<file path="config.mk">
export PLATFORM = sky130hd
export DESIGN_NAME = fx_gate_ctrl
export DESIGN_NICKNAME = d
export VERILOG_FILES = /design/src/rtl/cymo_pkg.sv /design/src/rtl/sync_2ff.sv /design/src/rtl/fx_gate_ctrl.sv
export SDC_FILE = /design/constraint.sdc
export NUM_CORES = 1
export LEC_CHECK = 0
export ABC_CLOCK_PERIOD_IN_PS = 5250
export CAP_MARGIN = 10
export CORE_AREA = 5 5 113 115
export DETAILED_ROUTE_END_ITERATION = 16
export DIE_AREA = 0 0 118 120
export PLACE_DENSITY = 0.76
export SYNTH_ARGS = -nofsm -noshare
export SYNTH_HDL_FRONTEND = slang
export SYNTH_SLANG_ARGS = --single-unit
</file>
<file path="constraint.sdc">
create_clock -name clk_fx -period 5.25 [get_ports clk_fx]
set_input_delay 0.525 -clock clk_fx [delete_from_list [all_inputs] [get_ports clk_fx]]
set_output_delay 0.525 -clock clk_fx [all_outputs]
set_load 0.02 [all_outputs]
</file>
<file path="src/rtl/cymo_pkg.sv">
// ============================================================================
// cymo_pkg : shared types and default timing for the cymometer fx front end
// Rev 1.0  : initial release
// ============================================================================
`default_nettype none

package cymo_pkg;

    typedef enum logic [2:0] {
        ST_IDLE = 3'd0,
        ST_PRE  = 3'd1,
        ST_OPEN = 3'd2,
        ST_POST = 3'd3,
        ST_PUB  = 3'd4,
        ST_REL  = 3'd5
    } fx_state_t;

    localparam int PRE_TIME_DEF    = 10;
    localparam int POST_TIME_DEF   = 10;
    localparam int CNT_W_DEF       = 32;
    localparam int ACK_TIMEOUT_DEF = 1024;
    localparam int MEAS_ID_W       = 4;

    // A zero-length gate would never close, so it is promoted to one cycle.
    function automatic logic [15:0] norm_gate_len(input logic [15:0] len);
        return (len == 16'd0) ? 16'd1 : len;
    endfunction

endpackage

`default_nettype wire

</file>
<file path="src/rtl/sync_2ff.sv">
// ============================================================================
// sync_2ff : two-flop single-bit synchroniser, async active-low reset
// Rev 1.0  : initial release
// ============================================================================
`default_nettype none

module sync_2ff (
    input  logic clk,
    input  logic rst_n,
    input  logic d,
    output logic q
);

    logic meta;

    always_ff @(posedge clk or negedge rst_n) begin
        if (!rst_n) begin
            meta <= 1'b0;
            q    <= 1'b0;
        end else begin
            meta <= d;
            q    <= meta;
        end
    end

endmodule

`default_nettype wire

</file>
<file path="src/rtl/fx_gate_ctrl.sv">
// ============================================================================
// fx_gate_ctrl : clk_fx gate generator, fx counter and req/ack result handoff
// Optional macro FX_ACK_TIMEOUT_EN adds a PUB-state ack timeout.
// Rev 1.0      : initial release
// ============================================================================
`default_nettype none

module fx_gate_ctrl
    import cymo_pkg::*;
#(
    parameter int PRE_TIME    = PRE_TIME_DEF,
    parameter int POST_TIME   = POST_TIME_DEF,
    parameter int CNT_W       = CNT_W_DEF,
    parameter int ACK_TIMEOUT = ACK_TIMEOUT_DEF
) (
    input  logic                 clk_fx,
    input  logic                 rst_n,
    input  logic                 run,
    input  logic [15:0]          gate_len,
    output logic                 gate_fx,
    output logic [CNT_W-1:0]     fx_cnt,
    output logic                 cnt_req,
    input  logic                 cnt_ack,
    output logic [MEAS_ID_W-1:0] meas_id,
    output logic                 busy,
    output logic                 ack_timeout
);

    localparam logic [15:0] PRE_LAST  = 16'(PRE_TIME - 1);
    localparam logic [15:0] POST_LAST = 16'(POST_TIME - 1);

    if (PRE_TIME < 1 || POST_TIME < 1 || ACK_TIMEOUT < 1 || CNT_W < 16) begin : g_bad_params
        $error("fx_gate_ctrl: invalid parameter set");
    end

    logic run_s;
    logic ack_s;

    sync_2ff u_sync_run (
        .clk   (clk_fx),
        .rst_n (rst_n),
        .d     (run),
        .q     (run_s)
    );

    sync_2ff u_sync_ack (
        .clk   (clk_fx),
        .rst_n (rst_n),
        .d     (cnt_ack),
        .q     (ack_s)
    );

    fx_state_t        state;
    logic [15:0]      phase;
    logic [15:0]      len_q;
    logic [CNT_W-1:0] acc;
    logic             ack_low_seen;

`ifdef FX_ACK_TIMEOUT_EN
    localparam int             TO_W    = $clog2(ACK_TIMEOUT + 1);
    localparam logic [TO_W-1:0] TO_LAST = TO_W'(ACK_TIMEOUT - 1);
    logic [TO_W-1:0] to_cnt;
`else
    assign ack_timeout = 1'b0;
`endif

    always_ff @(posedge clk_fx or negedge rst_n) begin
        if (!rst_n) begin
            state        <= ST_IDLE;
            phase        <= '0;
            len_q        <= 16'd1;
            acc          <= '0;
            gate_fx      <= 1'b0;
            fx_cnt       <= '0;
            cnt_req      <= 1'b0;
            meas_id      <= '0;
            busy         <= 1'b0;
            ack_low_seen <= 1'b0;
`ifdef FX_ACK_TIMEOUT_EN
            to_cnt       <= '0;
            ack_timeout  <= 1'b0;
`endif
        end else begin
            case (state)
                ST_IDLE: begin
                    len_q <= norm_gate_len(gate_len);
                    phase <= '0;
                    acc   <= '0;
                    if (run_s) begin
                        state <= ST_PRE;
                        busy  <= 1'b1;
                    end
                end

                ST_PRE: begin
                    if (phase == PRE_LAST) begin
                        phase   <= '0;
                        gate_fx <= 1'b1;
                        state   <= ST_OPEN;
                    end else begin
                        phase <= phase + 16'd1;
                    end
                end

                ST_OPEN: begin
                    if (gate_fx) begin
                        acc <= acc + CNT_W'(1);
                    end
                    // fx_cnt takes the value the accumulator reaches on this same edge.
                    if (phase == len_q - 16'd1) begin
                        phase   <= '0;
                        gate_fx <= 1'b0;
                        fx_cnt  <= acc + CNT_W'(1);
                        state   <= ST_POST;
                    end else begin
                        phase <= phase + 16'd1;
                    end
                end

                ST_POST: begin
                    if (phase == POST_LAST) begin
                        phase        <= '0;
                        cnt_req      <= 1'b1;
                        ack_low_seen <= 1'b0;
`ifdef FX_ACK_TIMEOUT_EN
                        to_cnt       <= '0;
`endif
                        state        <= ST_PUB;
                    end else begin
                        phase <= phase + 16'd1;
                    end
                end

                ST_PUB: begin
                    // A stale high ack must be seen low before a rising ack counts.
                    if (!ack_s) begin
                        ack_low_seen <= 1'b1;
                    end
                    if (ack_s && ack_low_seen) begin
                        cnt_req <= 1'b0;
                        state   <= ST_REL;
                    end
`ifdef FX_ACK_TIMEOUT_EN
                    else if (to_cnt == TO_LAST) begin
                        cnt_req     <= 1'b0;
                        ack_timeout <= 1'b1;
                        state       <= ST_REL;
                    end else begin
                        to_cnt <= to_cnt + TO_W'(1);
                    end
`endif
                end

                ST_REL: begin
                    if (!ack_s) begin
                        meas_id <= meas_id + MEAS_ID_W'(1);
                        if (run_s) begin
                            len_q <= norm_gate_len(gate_len);
                            phase <= '0;
                            acc   <= '0;
                            state <= ST_PRE;
                        end else begin
                            busy  <= 1'b0;
                            state <= ST_IDLE;
                        end
                    end
                end

                default: begin
                    state <= ST_IDLE;
                end
            endcase
        end
    end

endmodule

`default_nettype wire
</file>
==> out/qor.yml, run 1 <==
status: "complete, no violations"
synth.distinct_cells: 57
die_width_um: 118
max_cap_viol_count: 0
worst_slack_ns: 1.537
switching_share_pct: 35.65
synth_top_area_cell: "dfrtp_1"
final_antenna_net_count: 0
critical_path_class: "flop to flop"
fillers: 969
fin_cells: 800
ys_warn_count: 0
worst_setup_path_end_kind: "flop"
period_minus_slack_ns: 3.713
syn_to_final_growth_pct: 13.70
irDropWorstVdd_mv: 0.3057
ios: 60
netlist_top_cells_area: "dfrtp_1 (44%), mux2_4 (7.0%), xnor2_1 (4.8%), o21ai_0 (4.1%), nand2_1 (3.2%)"
place_area_um2: 6731
crit_fanout: 32
dp.cells: 784
worstPathCellList: "inv_1 -> ha_1 -> or3b_1 -> or4_4 -> nor3b_1 -> o31a_1 -> o2bb2ai_2 -> or2_4 -> nor2_8 -> mux2_2"
antenna_found_initial: 0
synth_ff_type: "dfrtp_1"
cts_tree: "yes"
synth_common_cells: "dfrtp_1 (110), nand2_1 (52), o21ai_0 (51), nor2_1 (37), xnor2_1 (34)"
cp_top_family: "simple AND/OR/NAND/NOR gates"
clock_path_buffers: 2
finClkSkew_ns: 0.009279
crit_buf_inv: 1
synth_seq_area_share_pct: 44.87
drt_iter0_markers: 285
nets: 673
path_clk_slew_ns: 0.07
grt_overflow: 0
combPwrFrac_pct: 29.4
p_int_uw: 1690
slew_headroom_pct: 28.32
post_synth.cell_area_avg_um2: 9.989
drive_gt1_share_pct: 10.26
worstPathRequired_ns: 5.49
rsz0062_at_grt: "false"
syn_inst: 620
setup_viol: 0
drc: 0
maxSlewViolCount: 0
fmax_mhz: 269.4
slowest_stage: "nor2_8"
gr-usage-all-layers_pct: 18.65
n_antenna_cell: 0
synth_area_um2: 6193
grt_pass1_wl_mm: 22.10
synth_edf_count: 0
cts_setup_buffers: 0
ys_seq_elements: 111
clock_latency_ns: 0.36
finalHoldViolCount: 0
hp-class: "primary input to async pin"
drt-wirelength-per-cell_um: 16.13
drt_wl_total_mm: 12.90
cp-start-kind: "flop"
post-place-ws_ns: 1.560
htree_levels: 3
numPortBuffers: 58
rows: 40
vias: 4719
vias_per_cell: 5.899
dpl.hpwl_mm: 9.010
power_frac_clock_pct: 26.8
syn_nets: 645
p_switching_uw: 936.1
grt_pass1_vias: 4672
tightestPinTransition_ns: 1.061
fin_area_um2: 7042
clockRootBuffer: "clkbuf_16"
p_leak_uw: 0.003076
multi_input_area_um2: 3131
cts_resized: 0
fin_tns_setup_ns: 0
arrival_ns: 3.95
die_area_um2: 14160
period_share_pct: 70.71
ys_async_sr_fraction_pct: 100.0
ctsHoldBuffers: 0
die-height_um: 120
powerDensity_nw_per_um2: 372.9
grt_max_degree: 70
cpPeakStageDelay_ns: 0.58
final-seq-area_um2: 2779
total_power_uw: 2626
cts_sinks: 111
yosys.cell_count.top_type: "dfrtp_1"
core_region_area_um2: 11710
p_seq_share_pct: 43.8
cts_buffers: 9
place_congestion: 0.8939
initial_core_util_pct: 52.88
dr.pass1.iters: 4
synth_top_area_share_pct: 44.44
placed cells by master, fill, tap and decap left out, types with 5 or more instances in the layout:
master and count:
nor4_1 13, o31ai_1 18, mux2_4 29, a21oi_1 21, and3_1 20, inv_1 10
o21ai_0 51, nor2_1 37, nand2_1 52, nor3_1 13, clkdlybuf4s50_1 57, ha_1 5
xnor2_1 34, mux2_2 8, a22o_1 14, nand2b_1 12, nand3_1 19, dfrtp_1 110
nand4_1 10, and2_1 8, xor2_1 19, clkbuf_16 9, a31oi_1 18
state kept, by name, indices dropped and copies added (netlist names):
signal / count
busy: 1
cnt_req: 1
u_sync_ack.meta: 1
u_sync_run.q: 1
fx_cnt: 32
ack_low_seen: 1
u_sync_run.meta: 1
phase: 16
meas_id: 4
acc: 32
gate_fx: 1
len_q: 16
state: 3
u_sync_ack.q: 1
final timing paths:
path                       slack [ns]  depth (start not counted)       startpoint            to
hold / removal                   0.27                          1            rst_n     fx_cnt[9]
max in group asynchronous        3.90                          2            rst_n      phase[3]
hold reg to reg                  0.35                          0  u_sync_ack.meta  u_sync_ack.q
setup / recovery                 1.54                         10         len_q[1]    fx_cnt[31]
setup reg to reg                 1.54                         10         len_q[1]    fx_cnt[31]
min in group clk_fx              0.35                          0  u_sync_ack.meta  u_sync_ack.q
final cells by class:
class,instances,area share [%]
clock buffer,12,3.643
clock inverter,4,0.7640
inverter,10,0.5330
multi-input combinational,455,44.46
sequential,111,39.46
tap,147,2.612
timing repair buffer,61,8.529
metrics by stage:
step | util, % | hold WS [ns]
2_1_floorplan | - | 0.2294
3_3_place_gp | 57.48 | 0.3376
3_5_place_dp | 57.48 | 0.3347
4_1_cts | 60.13 | 0.3144
5_1_grt | 60.13 | 0.3481
6_report | 60.13 | 0.2723
metal layers:
metal / up-vias / GRT usage, % / routed length (µm) / part of all wire (%)
li1: 2278 / - / - / -
met1: 2308 / 22.72 / 5730 / 44
met3: 28 / 4.901 / 528 / 4.1
met5: - / 0 / 0 / 0
met2: 105 / 31.40 / 6348 / 49
met4: 0 / 7.742 / 293 / 2.3
power by group through the flow:
stage / Clock, µW / Sequential (µW) / Combinational, µW
after CTS: 725 / 1150 / 774
after detailed placement: 0 / 1160 / 766
after floorplan: 0 / 1070 / 689
final: 704 / 1150 / 771
after global routing: 757 / 1170 / 866
after global placement: 0 / 1150 / 742
cell families (layout without fill, tap and decap cells):
family                   after synthesis  after routing  synth area share, %
AND/OR/NAND/NOR                      214            214                18.32
adder cells (fa/ha/maj)                5              5                1.010
other                                  1              1              0.06055
XOR/XNOR                              53             53                7.495
multiplexers                          41             41                9.131
buffers and inverters                 54             87                4.586
flip-flops                           111            111                44.87
AO/OA/AOI/OAI                        141            141                14.53
No activity file was read; power rests on OpenSTA's default activity.
==> inputs of run 2 (changes only) <==
Settings changed: ABC_CLOCK_PERIOD_IN_PS 5250 to 3370, CORE_AREA 5 5 113 115 to 5 5 116 118, DIE_AREA 0 0 118 120 to 0 0 121 123, PLACE_DENSITY 0.76 to 0.75.
Clock period 5.25 ns to 3.37 ns, I/O delays scaled along.
==> out/qor.yml, run 2 (synthesis gave the netlist of run 1 again) <==
drt_wl_total_mm: 13.51
p_seq_share_pct: 43.9
setup_viol: 0
place_area_um2: 6855
drt_iter0_markers: 367
numPortBuffers: 58
vias_per_cell: 5.733
die_area_um2: 14880
worstPathCellList: "inv_1 -> ha_1 -> or3b_1 -> or4_4 -> nor3b_1 -> o31a_1 -> o2bb2ai_2 -> or2_4 -> nor2_8 -> buf_12 -> mux2_4"
period_share_pct: 94.73
rsz0062_at_grt: "false"
cts_buffers: 9
fin_area_um2: 7141
clockRootBuffer: "clkbuf_16"
critical_path_class: "flop to flop"
cp-start-kind: "flop"
ctsHoldBuffers: 0
grt_use_met3_pct: 4.941
die-height_um: 123
cts_setup_buffers: 0
syn_to_final_growth_pct: 15.29
cts_resized: 0
grt_overflow: 0
place_congestion: 0.9341
final_cell_mix: "dfrtp_1 (110), clkdlybuf4s50_1 (57), nand2_1 (52)"
fin_tns_setup_ns: 0
period_minus_slack_ns: 3.192
use_met1_pct: 23.63
grt_max_degree: 66
dpl.hpwl_mm: 9.528
clock_latency_ns: 0.36
hp-class: "primary input to async pin"
irDropWorstVdd_mv: 0.4014
gr-usage-met2_pct: 33.34
crit_buf_inv: 2
slew_headroom_pct: 34.38
clock_path_buffers: 2
final_core_util_pct: 57.76
p_switching_uw: 1503
busiest_layer: "met2"
reg2reg_setup_slack_ns: 0.18
p_int_uw: 2569
vias: 4781
initial_core_util_pct: 50.10
n_antenna_cell: 0
maxSlewViolCount: 0
slowest_stage: "or4_4"
dr.pass1.iters: 5
grt_pass1_wl_mm: 23.01
drt-wirelength-per-cell_um: 16.19
cts_sinks: 111
top_regs: "acc (32), fx_cnt (32)"
status: "complete, no violations"
grt_pass1_vias: 4800
die_width_um: 121
rows: 41
cts_tree: "yes"
drc: 0
worstPathRequired_ns: 3.62
tightestPinTransition_ns: 0.9844
core_region_area_um2: 12360
final_antenna_net_count: 0
arrival_ns: 3.44
final_common_cell: "dfrtp_1"
path_clk_slew_ns: 0.07
gr-usage-all-layers_pct: 19.11
p_leak_uw: 0.003121
fmax_mhz: 313.2
nets: 682
drive_gt1_share_pct: 11.78
worst_setup_path_end_kind: "flop"
powerDensity_nw_per_um2: 570.3
cp_top_family: "simple AND/OR/NAND/NOR gates"
combPwrFrac_pct: 31.0
power_frac_clock_pct: 25.1
cpPeakStageDelay_ns: 0.55
htree_levels: 3
finalHoldViolCount: 0
finClkSkew_ns: 0.009296
max_cap_viol_count: 0
crit_fanout: 15
ios: 60
switching_share_pct: 36.92
fillers: 1037
antenna_found_initial: 0
[run 2: cell count changes in the layout (fill, tap and decap cells not counted)]
cell	previous run	this run
buf_4	4	11
or4_1	2	1
clkinvlp_4	2	0
inv_6	0	1
bufinv_16	1	0
nor4_1	13	12
clkinv_2	0	3
nor4_2	0	1
buf_12	0	2
clkbuf_8	2	1
or4_4	1	2
[run 2: final cells by class]
class | instances | area (µm²) | share of cell area [%]
clock buffers | 11 | 242.7 | 3.399
clock inverters | 5 | 32.53 | 0.4556
inverters | 10 | 37.54 | 0.5257
multi-input cells | 455 | 3141 | 43.98
flip-flops and latches | 111 | 2779 | 38.92
well taps | 172 | 215.2 | 3.014
repair buffers | 70 | 693.2 | 9.707
[run 2: final timing paths]
check                                      from      endpoint  depth (start not counted)
min in group clk_fx             u_sync_run.meta  u_sync_run.q                          0
worst max register to register         len_q[1]     fx_cnt[5]                         11
worst max-delay path                   len_q[1]     fx_cnt[5]                         11
worst min-delay path                      rst_n       acc[11]                          1
worst min register to register  u_sync_run.meta  u_sync_run.q                          0
max in group asynchronous                 rst_n  u_sync_run.q                          2
[run 2: routing by layer]
layer / share of wire, % / vias to the layer above
li1: - / 2305
met1: 43 / 2362
met2: 51 / 95
met3: 4.0 / 19
met4: 1.7 / 0
met5: 0 / -
[run 2: power groups by stage]
stage	clock network [µW]	logic, µW	registers (µW)
2_1_floorplan	0	1070	1670
3_3_place_gp	0	1210	1790
3_5_place_dp	0	1260	1800
4_1_cts	1050	1260	1780
5_1_grt	1090	1410	1830
6_report	1020	1260	1790
[run 2: stage by stage]
step                      cells  worst slack, ns  hold slack (ns)  total power (µW)
after floorplan             620           0.2586          0.04141              2739
after CTS                   834           0.1911          0.09854              4091
after detailed placement    818           0.1985           0.3362              3056
final                       834           0.1776          0.07401              4073
after global routing        834          0.05263           0.1282              4335
after global placement      818           0.2660           0.3339              2992
==> inputs of run 3 (changes only) <==
Settings changed: CAP_MARGIN 10 to not set.
==> results of run 3 <==
The final DEF is identical to that of run 2; final timing and power are the same.
